**src/rtl/if_fetch_queue.sv**
```systemverilog
// Instruction fetch front end: owns the fetch PC, issues single-outstanding word reads, buffers {pc, instr} in a DEPTH-entry queue.
// Latency: request 1 cycle after enable/redirect; pushed word reaches the queue head 1 cycle after its ack edge (no bypass).
// Backpressure: consumer stalls via instr_ready_i; fetch stops issuing when the queue would be full; redirect flushes everything.
module if_fetch_queue #(
  parameter int          DEPTH    = 4,
  parameter logic [31:0] RESET_PC = 32'h0
) (
  input  logic        clk_i,
  input  logic        rst_i,
  input  logic        start_i,
  output logic        imem_req_o,
  output logic [31:0] imem_addr_o,
  input  logic        imem_ack_i,
  input  logic [31:0] imem_instr_i,
  input  logic        redirect_i,
  input  logic [31:0] redirect_pc_i,
  output logic        instr_valid_o,
  output logic [31:0] instr_o,
  output logic [31:0] instr_pc_o,
  input  logic        instr_ready_i
);

  localparam int             AW      = $clog2(DEPTH);
  localparam logic [AW:0]    DEPTH_C = (AW+1)'(DEPTH);
  localparam logic [AW-1:0]  PTR_ONE = (AW)'(1);

  typedef enum logic [1:0] {S_IDLE, S_WAIT, S_DROP} state_t;

  state_t        r_state, w_state_nxt;
  logic [31:0]   r_fetch_pc, w_fetch_pc_nxt;
  logic [31:0]   r_pend_pc, w_pend_pc_nxt;
  logic [63:0]   r_mem [DEPTH];
  logic [AW-1:0] r_rd_ptr, r_wr_ptr;
  logic [AW:0]   r_count;
  logic [AW:0]   w_count_nxt;
  logic [AW:0]   w_push_ext, w_pop_ext;
  logic [31:0]   w_redir_pc;
  logic          w_push, w_pop, w_can_issue;

  // Redirect targets are always word aligned.
  assign w_redir_pc = redirect_pc_i & 32'hFFFF_FFFC;

  assign imem_addr_o   = r_fetch_pc;
  assign imem_req_o    = (r_state == S_WAIT) || (r_state == S_DROP);
  assign instr_valid_o = (r_count != '0);
  assign instr_o       = r_mem[r_rd_ptr][31:0];
  assign instr_pc_o    = r_mem[r_rd_ptr][63:32];

  // A redirect suppresses both queue operations; the flush takes priority.
  assign w_push      = (r_state == S_WAIT) && imem_ack_i && !redirect_i;
  assign w_pop       = instr_valid_o && instr_ready_i && !redirect_i;
  assign w_push_ext  = {{AW{1'b0}}, w_push};
  assign w_pop_ext   = {{AW{1'b0}}, w_pop};
  assign w_count_nxt = r_count + w_push_ext - w_pop_ext;
  // Only one request is ever in flight, so checking the post-update count is enough to avoid overflow.
  assign w_can_issue = start_i && (w_count_nxt < DEPTH_C);

  // Fetch FSM next-state and fetch/pending PC updates.
  always_comb begin
    w_state_nxt    = r_state;
    w_fetch_pc_nxt = r_fetch_pc;
    w_pend_pc_nxt  = r_pend_pc;
    case (r_state)
      S_IDLE: begin
        if (redirect_i) begin
          w_fetch_pc_nxt = w_redir_pc;
        end else if (w_can_issue) begin
          w_state_nxt = S_WAIT;
        end
      end
      S_WAIT: begin
        if (redirect_i) begin
          if (imem_ack_i) begin
            w_fetch_pc_nxt = w_redir_pc;
            w_state_nxt    = S_IDLE;
          end else begin
            // Request cannot be withdrawn: keep the address, remember the target.
            w_pend_pc_nxt = w_redir_pc;
            w_state_nxt   = S_DROP;
          end
        end else if (imem_ack_i) begin
          w_fetch_pc_nxt = r_fetch_pc + 32'd4;
          w_state_nxt    = w_can_issue ? S_WAIT : S_IDLE;
        end
      end
      S_DROP: begin
        if (redirect_i) begin
          w_pend_pc_nxt = w_redir_pc;
        end
        if (imem_ack_i) begin
          // The newest redirect target wins, even one arriving with the ack.
          w_fetch_pc_nxt = redirect_i ? w_redir_pc : r_pend_pc;
          w_state_nxt    = S_IDLE;
        end
      end
      default: begin
        w_state_nxt = S_IDLE;
      end
    endcase
  end

  // FSM state and PC registers.
  always_ff @(posedge clk_i or negedge rst_i) begin
    if (!rst_i) begin
      r_state    <= S_IDLE;
      r_fetch_pc <= RESET_PC;
      r_pend_pc  <= RESET_PC;
    end else begin
      r_state    <= w_state_nxt;
      r_fetch_pc <= w_fetch_pc_nxt;
      r_pend_pc  <= w_pend_pc_nxt;
    end
  end

  // Queue pointers and occupancy; redirect flushes in the same edge.
  always_ff @(posedge clk_i or negedge rst_i) begin
    if (!rst_i) begin
      r_rd_ptr <= '0;
      r_wr_ptr <= '0;
      r_count  <= '0;
    end else if (redirect_i) begin
      r_rd_ptr <= '0;
      r_wr_ptr <= '0;
      r_count  <= '0;
    end else begin
      if (w_push) r_wr_ptr <= r_wr_ptr + PTR_ONE;
      if (w_pop)  r_rd_ptr <= r_rd_ptr + PTR_ONE;
      r_count <= w_count_nxt;
    end
  end

  // Queue storage: {pc, instr} written at the tail on each accepted response.
  always_ff @(posedge clk_i or negedge rst_i) begin
    if (!rst_i) begin
      for (int i = 0; i < DEPTH; i++) begin
        r_mem[i] <= '0;
      end
    end else if (w_push) begin
      r_mem[r_wr_ptr] <= {r_fetch_pc, imem_instr_i};
    end
  end

endmodule

```
**config.mk**
```make
export PLATFORM = sky130hd
export DESIGN_NAME = if_fetch_queue
export DESIGN_NICKNAME = d
export VERILOG_FILES = /design/src/rtl/if_fetch_queue.sv
export SDC_FILE = /design/constraint.sdc
export NUM_CORES = 1
export LEC_CHECK = 0
export ABC_AREA = 1
export CAP_MARGIN = 0
export CORE_UTILIZATION = 63
export CTS_BUF_LIST = sky130_fd_sc_hd__clkbuf_4 sky130_fd_sc_hd__clkbuf_8
export CTS_CLUSTER_SIZE = 28
export DETAILED_ROUTE_END_ITERATION = 7
export PLACE_DENSITY = 0.87
export RECOVER_POWER = 25
export SETUP_SLACK_MARGIN = 0.3
export SYNTH_ARGS = -nofsm -noshare
export SYNTH_HDL_FRONTEND = slang
export SYNTH_SLANG_ARGS = --single-unit
export TNS_END_PERCENT = 5
```
**constraint.sdc**
```tcl
create_clock -name clk_i -period 4.4 [get_ports clk_i]
set_input_delay 0.44 -clock clk_i [delete_from_list [all_inputs] [get_ports clk_i]]
set_output_delay 0.44 -clock clk_i [all_outputs]
set_load 0.02 [all_outputs]
```
Word level (Yosys, flattened, before mapping)
Cells that the tools add are included.
Operators by class
  $lt $le $gt $ge: 4
  add/sub/neg operators: 5
  bitwise logic cells: 2
  eq/ne operators: 10
  reductions and logical operators: 17
  muxes and demuxes: 29
Operators by type and width (number)
  $bwmux 256: 1
  $mux 32: 8
  $mux 64: 3
  $bmux 64 s2: 1
  $demux 64 s2: 1
  $pmux 32 s3: 1
  $pmux 32 s2: 1
  $add 32x3->32 const B: 1
  $mux 2: 10
  $ne 2x2->1 const B: 7
  $reduce_and 4->1: 2
  $ge 3x3->1 const B: 2
  $logic_and 1x1->1: 6
  $not 2->3: 2
  $pmux 2 s3: 1
  $reduce_bool 2->1: 3
  $reduce_bool 3->1: 2
  $add 2x1->2 const B: 2
  $add 3x1->3: 1
  $lt 3x1->1 const B: 1
  $lt 3x3->1 const B: 1
  $mux 3: 1
  $ne 3x3->1 const B: 1
  $reduce_and 3->1: 1
  other kinds (7): 7
Word-level totals
  word-level logic and storage cells: 77
  bits in registers: 329
  output and inout port bits: 98
  bits of input ports: 70

Longest topological paths before layout
  depth in word-level cells: 11
  mapped depth: 17
  mapped depth without buffers: 17

Worst setup path after synthesis
OpenSTA, ideal clock, no wires.
  path kind: flip-flop to flip-flop
  start point: register r_state[1]
  end point: register r_state[0]
  data required time: 4.269 ns
  path buffers: 0
  data arrival time: 2.625 ns
  stages on the path, launching flop included: 17
  path slack: 1.644 ns
  period minus slack after synthesis: 2.756 ns
  setup time: 0.131 ns
  path through: dfrtp_1 -> inv_1 -> ha_1 -> nand2_1 -> nor2_2 -> inv_1 -> ha_1 -> inv_1 -> ha_1 -> inv_1 -> fa_1 -> xnor2_1 -> xor2_1 -> and2_1 -> nand2_1 -> a21oi_1 -> o21ai_0
Between the ends
  cells in the longest elaborated chain, start to end: 11
  elaborated cells on any way between the ends: 18
  classes of those cells: add/sub: 2; order compare: 1; eq/ne: 6; mux: 4; reduce/logical: 5
RTL lines
  from (decl): RTL line 29  | state_t r_state, w_state_nxt;
  from (signal assigned): RTL line 109  | r_state <= w_state_nxt;
  $eq 2x1->1: RTL line 50, 63
  $logic_and 1x1->1 (2 in a row): RTL line 50  | assign w_push = (r_state == S_WAIT) && imem_ack_i && !redirect_i;
  $add 3x1->3: RTL line 54  | assign w_count_nxt = r_count + w_push_ext - w_pop_ext;
  $sub 3x1->3: RTL line 54
  $lt 3x3->1: RTL line 56  | assign w_can_issue = start_i && (w_count_nxt < DEPTH_C);
  $logic_and 1x1->1: RTL line 56
  $mux 1: RTL line 83  | w_state_nxt = w_can_issue ? S_WAIT : S_IDLE;
  $mux 2: RTL line 81  | end else if (imem_ack_i) begin
  $mux 2: RTL line 72  | if (redirect_i) begin
  $pmux 2 s3: RTL line 63  | case (r_state)
Parallel ways exist; a longest one is shown, timed or not. The select of a mux whose other input is x is not followed.
A chain may end at the register's enable or synchronous reset.

Final worst setup path
  start point: register r_rd_ptr[0]
  end point: output port instr_o[10]
Between the ends
  cells in the longest elaborated chain, start to end: 4
RTL lines
  from (decl): RTL line 33  | logic [AW-1:0] r_rd_ptr, r_wr_ptr;
  from (signal assigned): RTL line 127  | if (w_pop) r_rd_ptr <= r_rd_ptr + PTR_ONE;
  $not 2->3 (not written as such): RTL line 46  | assign instr_o = r_mem[r_rd_ptr][31:0];
  $bmux 64 s2: RTL line 46
  $mux 64 (2 in a row)
  to (decl): RTL line 18  | output logic [31:0] instr_o,
Every way passes these cells. The select of a mux whose other input is x is not followed.

==> out/metrics.cfg <==
[setup_path]
crit_path_start_kind=flip-flop
path_max_fanout=96
r2r_slack_ns=0.88
r2r-end=r_state[0]
critPathRequiredTime_ns=3.96
arrival_ns=3.59
timing.rr.start=r_state[1]
cp-end-kind=output port
path_class=flip-flop to output port
rr_worst_depth=17

[pwr]
sw_frac_of_total_pct=40.3
power_frac_seq_pct=35.7
power_leakage_nw=8.59
peakVddDrop_uv=512
powerDensity_nw_per_um2=697
p_sw_mw=5.11
combPwrFrac_pct=42.8
p_int_mw=7.56
power.share.clock_pct=21.5

[placed_design]
placed_area_um2=17100
hpwl_mm=24.2
portBuffers=165
routabilityCongestion=0.926
dp_cells=2240

[clock_tree]
cts_setup_buffers=0
clock-sinks=329
clockRootBuffer=clkbuf_8
clk_pin_slew_ns=0.06
clock_path_buffers=3
cts_resized=0
cts.htree.levels=2
cts_tree=yes
clock_latency_ns=0.59
cts_hold_buf=1
cts_buffers=52

[route]
drc=0
vias=13700
routed_wl_mm=39.7
vias_per_cell=5.86
wire_per_inst_um=17.0
drt_iter0_markers=1518
dr.pass1.iters=8
detail-route-antenna-nets=0

[grt]
use_met3_pct=5.53
first_global_vias=13000
busiest_layer=met2
grt_use_met2_pct=52.9
grt_overflow_total=0
antenna_found_initial=0
use_met1_pct=44.2
grt_pass1_wl_mm=64.0
grt_max_degree=118
gr-usage-all-layers_pct=32.6

[sta]
post-route-period-util_pct=91.5
skew_ns=0.0243
setup_violations=0
hold_viol=0
slew_headroom_pct=-93.7
min_period_ns=4.03
final-max-slew-violation-count=117
rsz0062_at_grt=false
worst_hold_slack_ns=0.429
fin_setup_tns_ns=0
achievable-frequency_mhz=248
worstMarginPinSlew_ns=2.91

[run_status]
failed_checks=capacitance limit, slew limit
status=complete, but fails checks

[synth]
yosys_warnings=0
netlist_area_um2=15300
synth_area_leaders=dfrtp_1 54%, nand2_1 12%, o21ai_0 9.8%
synth-seq-cells=329
synth_top_cell_area_share_pct=53.8
synth_cell_types=37
yosys.cell_count.top_type=nand2_1
synthArstFlopShare_pct=100
synthesis.nets=1939
avgSynthCellArea_um2=8.24
yosysSeqAreaShare_pct=53.8
yosys.area.top_type=dfrtp_1
netlist_instances=1857
synth_edf_count=0
ys_top_cells_by_count=486 x nand2_1, 329 x dfrtp_1, 301 x o21ai_0
synthFlopType=dfrtp_1

[die]
io-pin-count=168
core_area_um2=23700
start_util_pct=64.6
core.rowCount=56
die_x_um=158
die_h_um=158
die-area_um2=24900

[min_path]
min_path_cells=3
whs_endpoint=r_pend_pc[12]
min_path_type=primary input to flip-flop
hold_start=redirect_pc_i[12]

[final_layout]
syn2layout_area_growth_pct=18.8
layout-drive-gt1-share_pct=8.04
area.sequential_um2=8240
fin_util_pct=76.8
multi_input_area_um2=6180
layout.nets=2058
fin_cells=2333
fillers=1677
diodes=0
fin_area_um2=18200

[flow_run]
drv_cap=1

[layout by cell type, fill, tap and decap left out, types with 9 or more instances in the layout]
cell | synthesis | routed
nor2_4 | 10 | 10
a211oi_1 | 10 | 10
nor2_2 | 9 | 9
inv_1 | 104 | 103
buf_4 | 3 | 16
clkbuf_8 | 0 | 65
ha_1 | 11 | 11
o21ai_1 | 119 | 118
a221oi_1 | 14 | 14
nor2_1 | 166 | 166
clkbuf_4 | 0 | 21
nand3_1 | 27 | 27
o22ai_1 | 65 | 65
nand2_1 | 486 | 482
a22oi_1 | 12 | 12
dfrtp_1 | 329 | 327
o21ai_0 | 301 | 301
a21oi_1 | 29 | 29
clkdlybuf4s50_1 | 0 | 164
[cell families (layout without fill, tap and decap cells)]
kind of cell | Yosys count | count (layout) | synth area share [%]
flip-flops | 329 | 329 | 53.8
adder cells (fa/ha/maj) | 12 | 12 | 1.03
buffers and inverters | 233 | 390 | 6.10
AO/OA/AOI/OAI | 561 | 561 | 19.8
XOR/XNOR | 4 | 4 | 0.229
AND/OR/NAND/NOR | 718 | 718 | 19.1
[flip-flops by register name, indices dropped and copies added (netlist names)]
signal,count
imem_addr_o,32
r_count,3
r_mem,256
r_pend_pc,32
r_rd_ptr,2
r_state,2
r_wr_ptr,2
[power groups by stage]
stage / Combinational [mW] / Clock, mW / Sequential, mW
after floorplan: 3.17 / 0 / 4.52
after global routing: 5.95 / 2.88 / 4.60
after detailed placement: 5.36 / 0 / 4.52
final: 5.42 / 2.73 / 4.52
after CTS: 5.41 / 2.76 / 4.49
after global placement: 5.21 / 0 / 4.48
[metrics by stage]
step | total power, mW | setup WS [ns]
finish | 12.7 | 0.374
floorplan | 7.69 | 1.64
detailed placement | 9.88 | 0.890
global placement | 9.70 | 0.980
global route | 13.4 | 0.231
CTS | 12.7 | 0.557
[layout make-up]
class                   instances  area share [%]
multi-input cells            1295            34.0
inverters                     113            2.35
clock inverters                 6           0.330
clock buffers                  86            5.79
well taps                     319            2.20
flip-flops and latches        329            45.3
repair buffers                185            10.0
[how the worst max path moves through the flow]
stage,startpoint,endpoint,slack (ns),cells past startpoint
5_1_grt,r_rd_ptr[0],instr_o[10],0.23,5
6_report,r_rd_ptr[0],instr_o[10],0.37,5
2_1_floorplan,r_state[1],r_state[0],1.64,16
4_1_cts,r_rd_ptr[0],instr_o[10],0.56,5
3_5_place_dp,r_state[1],r_state[1],0.89,17
3_3_place_gp,imem_ack_i,r_state[0],0.98,16
[metal layers]
metal  wire [µm]  up-vias
li1            -     6403
met1       16300     6534
met2       19000      655
met3        3260       91
met4        1120        0
met5           0        -
[critical path, cell delays in order (launching register included)]
cell and delay [ns]:
dfrtp_4 0.41, clkinvlp_2 0.95, buf_12 0.62, o21ai_0 0.28, o22ai_1 0.15, clkdlybuf4s50_1 0.57
No activity file was read; power rests on OpenSTA's default activity.
